===== src/rtl/hbt_update_ctrl.sv =====
// Arbitrates the single history-table port between zero-latency fetch lookups and an in-order update FIFO.
// Updates drain when fetch is idle; a full FIFO forces a drain and raises ctrl_stall until it is no longer full.
module hbt_update_ctrl #(
  parameter int SIZE  = 200,
  parameter int DEPTH = 4
) (
  input  logic        clk,
  input  logic        reset,
  input  logic [15:0] fetch_pc,
  input  logic        fetch_stall,
  input  logic        res_valid,
  input  logic [15:0] res_pc,
  input  logic [15:0] res_target,
  input  logic        res_taken,
  output logic [15:0] hbt_addr,
  output logic [15:0] hbt_datain,
  output logic        hbt_w,
  output logic        hbt_hbin,
  input  logic [15:0] hbt_dataout,
  input  logic        hbt_hbout,
  output logic        pred_valid,
  output logic        pred_taken,
  output logic [15:0] pred_target,
  output logic        ctrl_stall,
  output logic [2:0]  fifo_count
);
  localparam int              PW       = (DEPTH > 1) ? $clog2(DEPTH) : 1;
  localparam logic [2:0]      FULL_CNT = 3'(DEPTH);
  localparam logic [15:0]     SIZE_PC  = 16'(SIZE);
  localparam logic [PW-1:0]   LAST_PTR = PW'(DEPTH - 1);

  typedef struct packed {
    logic [15:0] pc;
    logic [15:0] target;
    logic        taken;
  } upd_t;

  upd_t          mem_q [DEPTH];
  logic [PW-1:0] rd_ptr_q, rd_ptr_d;
  logic [PW-1:0] wr_ptr_q, wr_ptr_d;
  logic [2:0]    count_q, count_d;
  logic          push, pop, full;
  upd_t          head;
  upd_t          fwd_ent;
  logic          fwd_hit;

  function automatic logic [PW-1:0] ptr_inc(input logic [PW-1:0] p);
    return (p == LAST_PTR) ? '0 : p + PW'(1);
  endfunction

  assign full = (count_q == FULL_CNT);
  assign head = mem_q[rd_ptr_q];
  assign push = res_valid && (res_pc < SIZE_PC);
  assign pop  = !reset && (count_q != 3'd0) && (fetch_stall || full);

  // Walk oldest to youngest so the last match left standing is the youngest entry.
  always_comb begin
    logic [PW-1:0] idx;
    fwd_hit = 1'b0;
    fwd_ent = '0;
    idx     = rd_ptr_q;
    for (int i = 0; i < DEPTH; i++) begin
      if ((3'(i) < count_q) && (mem_q[idx].pc == fetch_pc)) begin
        fwd_hit = 1'b1;
        fwd_ent = mem_q[idx];
      end
      idx = ptr_inc(idx);
    end
  end

  always_comb begin
    hbt_addr    = fetch_pc;
    hbt_datain  = '0;
    hbt_hbin    = 1'b0;
    hbt_w       = 1'b0;
    pred_valid  = 1'b0;
    pred_taken  = 1'b0;
    pred_target = '0;
    if (pop) begin
      hbt_addr   = head.pc;
      hbt_datain = head.target;
      hbt_hbin   = head.taken;
      hbt_w      = 1'b1;
    end else if (!reset && !fetch_stall) begin
      pred_valid = 1'b1;
      if (fwd_hit) begin
        pred_taken  = fwd_ent.taken;
        pred_target = fwd_ent.target;
      end else if (fetch_pc < SIZE_PC) begin
        pred_taken  = hbt_hbout;
        pred_target = hbt_dataout;
      end
    end
  end

  assign ctrl_stall = !reset && full;
  assign fifo_count = reset ? 3'd0 : count_q;

  // A push while full is always paired with a pop, so count never exceeds DEPTH.
  always_comb begin
    rd_ptr_d = pop  ? ptr_inc(rd_ptr_q) : rd_ptr_q;
    wr_ptr_d = push ? ptr_inc(wr_ptr_q) : wr_ptr_q;
    count_d  = count_q + {2'b00, push} - {2'b00, pop};
  end

  always_ff @(posedge clk) begin
    if (reset) begin
      rd_ptr_q <= '0;
      wr_ptr_q <= '0;
      count_q  <= '0;
    end else begin
      rd_ptr_q <= rd_ptr_d;
      wr_ptr_q <= wr_ptr_d;
      count_q  <= count_d;
      if (push) begin
        mem_q[wr_ptr_q] <= '{pc: res_pc, target: res_target, taken: res_taken};
      end
    end
  end

endmodule


===== config.mk =====
export PLATFORM = sky130hd
export DESIGN_NAME = hbt_update_ctrl
export DESIGN_NICKNAME = d
export VERILOG_FILES = /design/src/rtl/hbt_update_ctrl.sv
export SDC_FILE = /design/constraint.sdc
export NUM_CORES = 1
export LEC_CHECK = 0
export BUFFER_PORTS_ARGS = -buffer_cell sky130_fd_sc_hd__buf_2
export CORE_UTILIZATION = 30
export CTS_CLUSTER_DIAMETER = 60
export CTS_CLUSTER_SIZE = 30
export DETAILED_ROUTE_END_ITERATION = 10
export PLACE_DENSITY = 0.56
export RECOVER_POWER = 50
export SYNTH_ARGS = -nofsm -noshare
export SYNTH_HDL_FRONTEND = slang
export SYNTH_SLANG_ARGS = --single-unit

===== constraint.sdc =====
create_clock -name clk -period 4.75 [get_ports clk]
set_input_delay 0.95 -clock clk [delete_from_list [all_inputs] [get_ports clk]]
set_output_delay 0.95 -clock clk [all_outputs]
set_load 0.02 [all_outputs]

After elaboration in Yosys (flattened, before gate mapping)
Memory sizes are Yosys's and may differ from the RTL's. A register that Yosys moved wholly into a read port is not among the register bits.
Index checks and enable logic that the tools add are counted.

word-level totals
  flip-flop bits (word level) = 7
  RAM bits = 132
  bits of input ports = 70
  output and inout port bits = 56
  logic and storage cells = 70
  memories kept = 1

cells by class
  add/subtract/negate cells = 6
  magnitude comparators = 6
  equal/unequal tests = 9
  mux-type cells = 32
  reduce and logical (&&, ||, !) cells = 13

memory list
  memory  depth  width  rd ports  clocked after memory_dff  write ports  RTL line  text
  mem_q   4      33     4         1                         1            38        upd_t mem_q [DEPTH];

operators with widths
  operator                                                               count
  16-bit 2-to-1 mux                                                      6
  17-bit 2-to-1 mux                                                      4
  16-bit equality test                                                   4
  16-bit by 8-bit < comparator with 1-bit output, second input constant  2
  1-bit 2-to-1 mux                                                       15
  2-bit 2-to-1 mux                                                       6
  1-bit logical AND                                                      9
  2-bit by 1-bit adder with 2-bit output, second input constant          4
  2-bit equality test, second input constant                             4
  1-bit by 3-bit < comparator with 1-bit output, first input constant    2
  2-bit by 3-bit < comparator with 1-bit output, first input constant    2
  3-bit by 1-bit adder with 3-bit output                                 1
  3-bit equality test, second input constant                             1
  3-bit 2-to-1 mux                                                       1
  3-bit nonzero test                                                     1
  3-bit by 1-bit subtractor with 3-bit output                            1
  1-bit zero test                                                        2
  1-bit logical OR                                                       1

Logic depth before layout (Yosys ltp)
An unclocked memory read counts as a cell.

  depth in word-level cells = 13
  depth in mapped cells = 14
  mapped depth without buffers = 9

Worst setup path before layout
No wires, ideal clock.

  kind = reg2out
  start point = reg rd_ptr_q[0]
  end point = out pred_target[10]
  arrival = 3.595 ns
  data required time = 3.800 ns
  setup slack = 0.205 ns
  stages on the path, launching flop included = 13
  path buffers = 3
  path through = dfxtp_1 ha_1 nor2_4 buf_6 buf_6 mux4_2 xnor2_1 nand4_1 nor2_1 clkbuf_1 a32o_1 o221ai_1 a311oi_1

on the way
  longest elaborated chain between the ends = 13
  elaborated cells on any way between the ends = 25
  those cells by class = add/sub (3); eq/ne (6); mux (12); reduce/logical (3); memory (1)

ends and longest elaborated chain
  element                                                                               RTL line  text
  start: declaration                                                                    39        logic [PW-1:0] rd_ptr_q, rd_ptr_d;
  start signal: assignment                                                              112       rd_ptr_q <= rd_ptr_d;
  2-bit by 1-bit adder with 2-bit output / 2-bit equality test (equally long branches)  48        return (p == LAST_PTR) ? '0 : p + PW'(1);
  2-bit 2-to-1 mux *                                                                    48
  2-bit by 1-bit adder with 2-bit output / 2-bit equality test (equally long branches)  48
  2-bit 2-to-1 mux                                                                      48
  2-bit by 1-bit adder with 2-bit output / 2-bit equality test (equally long branches)  48
  2-bit 2-to-1 mux                                                                      48
  memory 4 x 33 bit *                                                                   n/a
  16-bit equality test                                                                  63        if ((3'(i) < count_q) && (mem_q[idx].pc == fetch_pc)) begin
  1-bit logical AND                                                                     63
  17-bit 2-to-1 mux / 1-bit 2-to-1 mux (equally long branches)                          63
  16-bit 2-to-1 mux *                                                                   86        if (fwd_hit) begin
  16-bit 2-to-1 mux *                                                                   84        end else if (!reset && !fetch_stall) begin
  16-bit 2-to-1 mux *                                                                   79        if (pop) begin
  end: declaration                                                                      23        output logic [15:0] pred_target,

Every way passes the cells marked *; elsewhere a longest branch is shown, timed or not.

Final worst setup path
  start point = reg rd_ptr_q[0]
  end point = out pred_taken

on the way
  longest elaborated chain between the ends = 13
  elaborated cells on any way between the ends = 25
  those cells by class = add/sub (3); eq/ne (6); mux (12); reduce/logical (3); memory (1)

ends and longest elaborated chain
  element                                                                               RTL line  text
  2-bit by 1-bit adder with 2-bit output / 2-bit equality test (equally long branches)  48
  2-bit 2-to-1 mux *                                                                    48
  2-bit by 1-bit adder with 2-bit output / 2-bit equality test (equally long branches)  48
  2-bit 2-to-1 mux                                                                      48
  2-bit by 1-bit adder with 2-bit output / 2-bit equality test (equally long branches)  48
  2-bit 2-to-1 mux                                                                      48
  memory 4 x 33 bit *                                                                   n/a
  16-bit equality test                                                                  63
  1-bit logical AND                                                                     63
  17-bit 2-to-1 mux / 1-bit 2-to-1 mux (equally long branches)                          63
  1-bit 2-to-1 mux *                                                                    86
  1-bit 2-to-1 mux *                                                                    84
  1-bit 2-to-1 mux *                                                                    79
  end: declaration                                                                      22        output logic pred_taken,

Marks and branches as above.

==> results.json <==
{
  "pin_count": 126,
  "synth_xor_area_share_pct": 5.51,
  "critPathTopFamily": "buffers and inverters",
  "first_global_vias": 7271,
  "async_flop_share_pct": 0,
  "critical_path_arrival_ps": 3790,
  "coreArea_um2": 32500,
  "maxCapViolCount": 0,
  "die-width_um": 183,
  "antenna-diode-count": 0,
  "cts.clk_slew.worst_paths_ps": 60,
  "worstReg2RegStart": "count_q[0]",
  "maximum_number_of_pins_on_one_net_before_global_route_repair": 77,
  "cts_htree_levels": 4,
  "yosys-mux-area-fraction_pct": 28.4,
  "synthesis.area_per_instance_um2": 13.2,
  "clock_latency_reported_for_the_late_side_of_the_worst_skew_pair_ps": 430,
  "critical_path_class": "reg -> out",
  "critical_path_cell_count": 15,
  "drt_iter0_drc": 585,
  "worstPathMaxFanout": 6,
  "slew_headroom_pct": 30.2,
  "netlist_area_um2": 9860,
  "synth-seq-cells": 141,
  "wl_um": 30000,
  "drt_first_pass_iters": 7,
  "worst_r2r_path_depth": 9,
  "grt_setup_unrepaired": "true",
  "drive_above_1_share_pct": 45.0,
  "rows": 66,
  "antenna_violating_nets_remaining": 0,
  "drt-vias-per-instance": 5.57,
  "grt_first_pass_wirelength_um": 44700,
  "clock_skew_ps": 6.81,
  "fin_crit_sh_pct": 99.7,
  "port_buffers": 125,
  "global_route.overflow_total": 0,
  "largest_family_of_logic_cells_by_synthesized_area": "multiplexers",
  "cts-hold-fix-buffers": 0,
  "drc": 0,
  "area.growth.synth_to_final_pct": 27.0,
  "layout_min_cycle_time_ps": 4740,
  "peakVddDrop_mv": 0.295,
  "setup_viol": 0,
  "grt_util_all_layers_pct": 17.8,
  "static-leakage-power_nw": 4.26,
  "fmaxAchievable_mhz": 211,
  "run_status": "completed",
  "hpwlAfterDp_um": 20900,
  "totalPowerFinal_mw": 5.89,
  "critical-path-slowest-cell": "sky130_fd_sc_hd__mux4_2",
  "place.detailed.instances": 1275,
  "worst_setup_path_start_kind": "register",
  "post_layout_nonfiller_instances": 1334,
  "series_of_cell_instances_along_the_critical_path": "ha_4 > nor2_4 > buf_6 > buf_12 > buf_4 > mux4_2 > xnor2_1 > nand4_1 > nor2_4 > buf_4 > a22o_4 > or2_4 > clkbuf_16 > a311oi_2 > buf_4",
  "gp_routability_congestion": 0.885,
  "yosys_most_used_dff": "sky130_fd_sc_hd__edfxtp_1",
  "layout_setup_ws_ps": 13.2,
  "yosys.cell_types.count": 49,
  "number_of_antenna_violations_at_the_first_check_in_global_routing": 1,
  "dpl_worst_slack_ps": 78.7,
  "routed-via-count": 7427,
  "synth-compound-area-share_pct": 10.1,
  "crit_top_cell": "sky130_fd_sc_hd__buf_4",
  "initial_utilization_pct": 30.4,
  "final_net_count": 959,
  "floorplan.die.height_um": 183,
  "cts_tree": "done",
  "synth-adder-area-share_pct": 1.35,
  "die-area_um2": 33600,
  "worstMarginPinSlew_ps": 1050,
  "setup.worst_path.end": "pred_taken",
  "cts.path.max_buffers": 2,
  "cts_sinks": 141,
  "design_area_um2": 12500,
  "post_synthesis_cell_count": 745,
  "synth_simple_gate_area_share_pct": 8.11,
  "cts-root-buf": "sky130_fd_sc_hd__clkbuf_16",
  "synth_edf_count": 132,
  "critical_path.reg2reg.endpoint": "count_q[2]",
  "rrSetupSlack_ps": 1810,
  "crit_buf_inv": 6,
  "timing.hold.worst.class": "reg -> reg",
  "timing.critical_path.required_ps": 3800,
  "wl_per_instance_um": 22.5,
  "crit_path_start": "rd_ptr_q[0]",
  "power_density_nw_per_um2": 471,
  "post_dp_cell_area_um2": 11100,
  "tritoncts.num_buffers": 17,
  "crit_path_max_incr_delay_ps": 500,
  "timing_hold_violations_final": 0,
  "synthesis.yosys.warnings": 0,
  "drv_slew": 0,
  "synth-seq-area-share_pct": 42.0,
  "num-fill-cells": 3028,
  "crit_path_capture_type": "output pin",
  "synth_fp_nets": 825
}
==> report_power, final <==
part           switching, mW  internal (mW)
Clock                  0.531          0.891
Sequential            0.0396           1.38
Combinational           1.60           1.45
==> Yosys cell counts, types with 10 or more instances <==
master | n | share of area, %
sky130_fd_sc_hd__edfxtp_1 | 132 | 40
sky130_fd_sc_hd__mux4_2 | 96 | 22
sky130_fd_sc_hd__nand2_1 | 43 | 1.6
sky130_fd_sc_hd__xnor2_1 | 41 | 3.6
sky130_fd_sc_hd__clkbuf_1 | 40 | 1.5
sky130_fd_sc_hd__a21oi_1 | 37 | 1.9
sky130_fd_sc_hd__mux2_2 | 33 | 3.8
sky130_fd_sc_hd__nor2_1 | 29 | 1.1
sky130_fd_sc_hd__mux2i_1 | 27 | 2.7
sky130_fd_sc_hd__and2_1 | 21 | 1.3
sky130_fd_sc_hd__nand3_1 | 21 | 1.1
sky130_fd_sc_hd__xor2_1 | 21 | 1.9
sky130_fd_sc_hd__o21ai_0 | 18 | 0.91
sky130_fd_sc_hd__o221ai_1 | 18 | 1.6
sky130_fd_sc_hd__a211oi_1 | 17 | 1.3
sky130_fd_sc_hd__a32o_1 | 17 | 1.7
sky130_fd_sc_hd__buf_2 | 17 | 0.86
sky130_fd_sc_hd__a311oi_1 | 14 | 1.2
sky130_fd_sc_hd__inv_1 | 12 | 0.46
sky130_fd_sc_hd__buf_1 | 10 | 0.38
sky130_fd_sc_hd__nor4_1 | 10 | 0.63
==> tightest hold or removal path, cell delays in order, from the launching register on <==
cell and delay [ps]:
sky130_fd_sc_hd__dfxtp_1 350, sky130_fd_sc_hd__nand2_1 70, sky130_fd_sc_hd__a21oi_1 50
==> per-layer routing <==
layer	up-vias	share of wire (%)	track usage, %
met2	318	49	29.2
met4	2	4.1	8.43
met5	-	0.057	0
met1	3748	41	22.9
met3	76	5.9	3.04
li1	3283	-	-
==> registers in the layout, summed over array words and instances, names as in the netlist, named ones only <==
register and flops:
mem_q 132, wr_ptr_q 2, rd_ptr_q 2, count_q 3
==> final cells by class <==
cell class	instances	area [um2]	area share, %
clock inverters	11	169	1.35
flip-flops and latches	141	4150	33.2
clock buffers	21	450	3.60
well taps	442	553	4.42
inverters	12	45.0	0.360
repair buffers	194	1480	11.8
multi-input cells	513	5670	45.3
==> cells by family after synthesis <==
group                    count (synthesis)
adder cells (fa/ha/maj)                 10
XOR/XNOR                                62
AND/OR/NAND/NOR                        151
flip-flops                             141
AO/OA/AOI/OAI                          134
multiplexers                           156
buffers and inverters                   91
==> metrics by stage <==
step | hold slack [ps] | setup TNS, ps | util, %
final | 512 | 0 | 38.6
after global routing | 548 | -1410 | 38.6
after CTS | 521 | -172 | 37.7
after detailed placement | 513 | 0 | 34.3
after global placement | 493 | 0 | 34.3
after floorplan | 474 | 0 | -
==> worst min-delay path by stage <==
stage	end	slack (ps)	cells after the start	startpoint
final	wr_ptr_q[0]	510	2	wr_ptr_q[0]
after global routing	wr_ptr_q[0]	550	2	wr_ptr_q[0]
after CTS	wr_ptr_q[0]	520	2	wr_ptr_q[0]
after detailed placement	wr_ptr_q[0]	510	2	wr_ptr_q[0]
after global placement	wr_ptr_q[0]	490	2	wr_ptr_q[0]
after floorplan	wr_ptr_q[0]	470	2	wr_ptr_q[0]
==> repair_timing <==
action                     CTS  global route
hold endpoints to repair     0             0
buffers inserted            13             8
pin swaps                   18            35
gates resized for setup     52            56
setup endpoints to repair   17            17
gates cloned                 4             3
==> layout by cell type, fill, tap and decap left out, drive strengths merged, types with 4 or more instances in the layout <==
master  count
a211oi     17
buf       156
a21oi      37
mux2       33
dfxtp       9
clkinv      4
xor2       21
edfxtp    132
mux2i      27
nor4       14
nand3      21
inv        12
a32o       17
clkbuf     57
xnor2      41
nand2      43
o21ai      19
o221ai     18
mux4       96
bufinv      4
or3         4
a311oi     17
and2       21
ha          9
nor2       30
nand4       6
No activity file was read; power rests on OpenSTA's default activity.
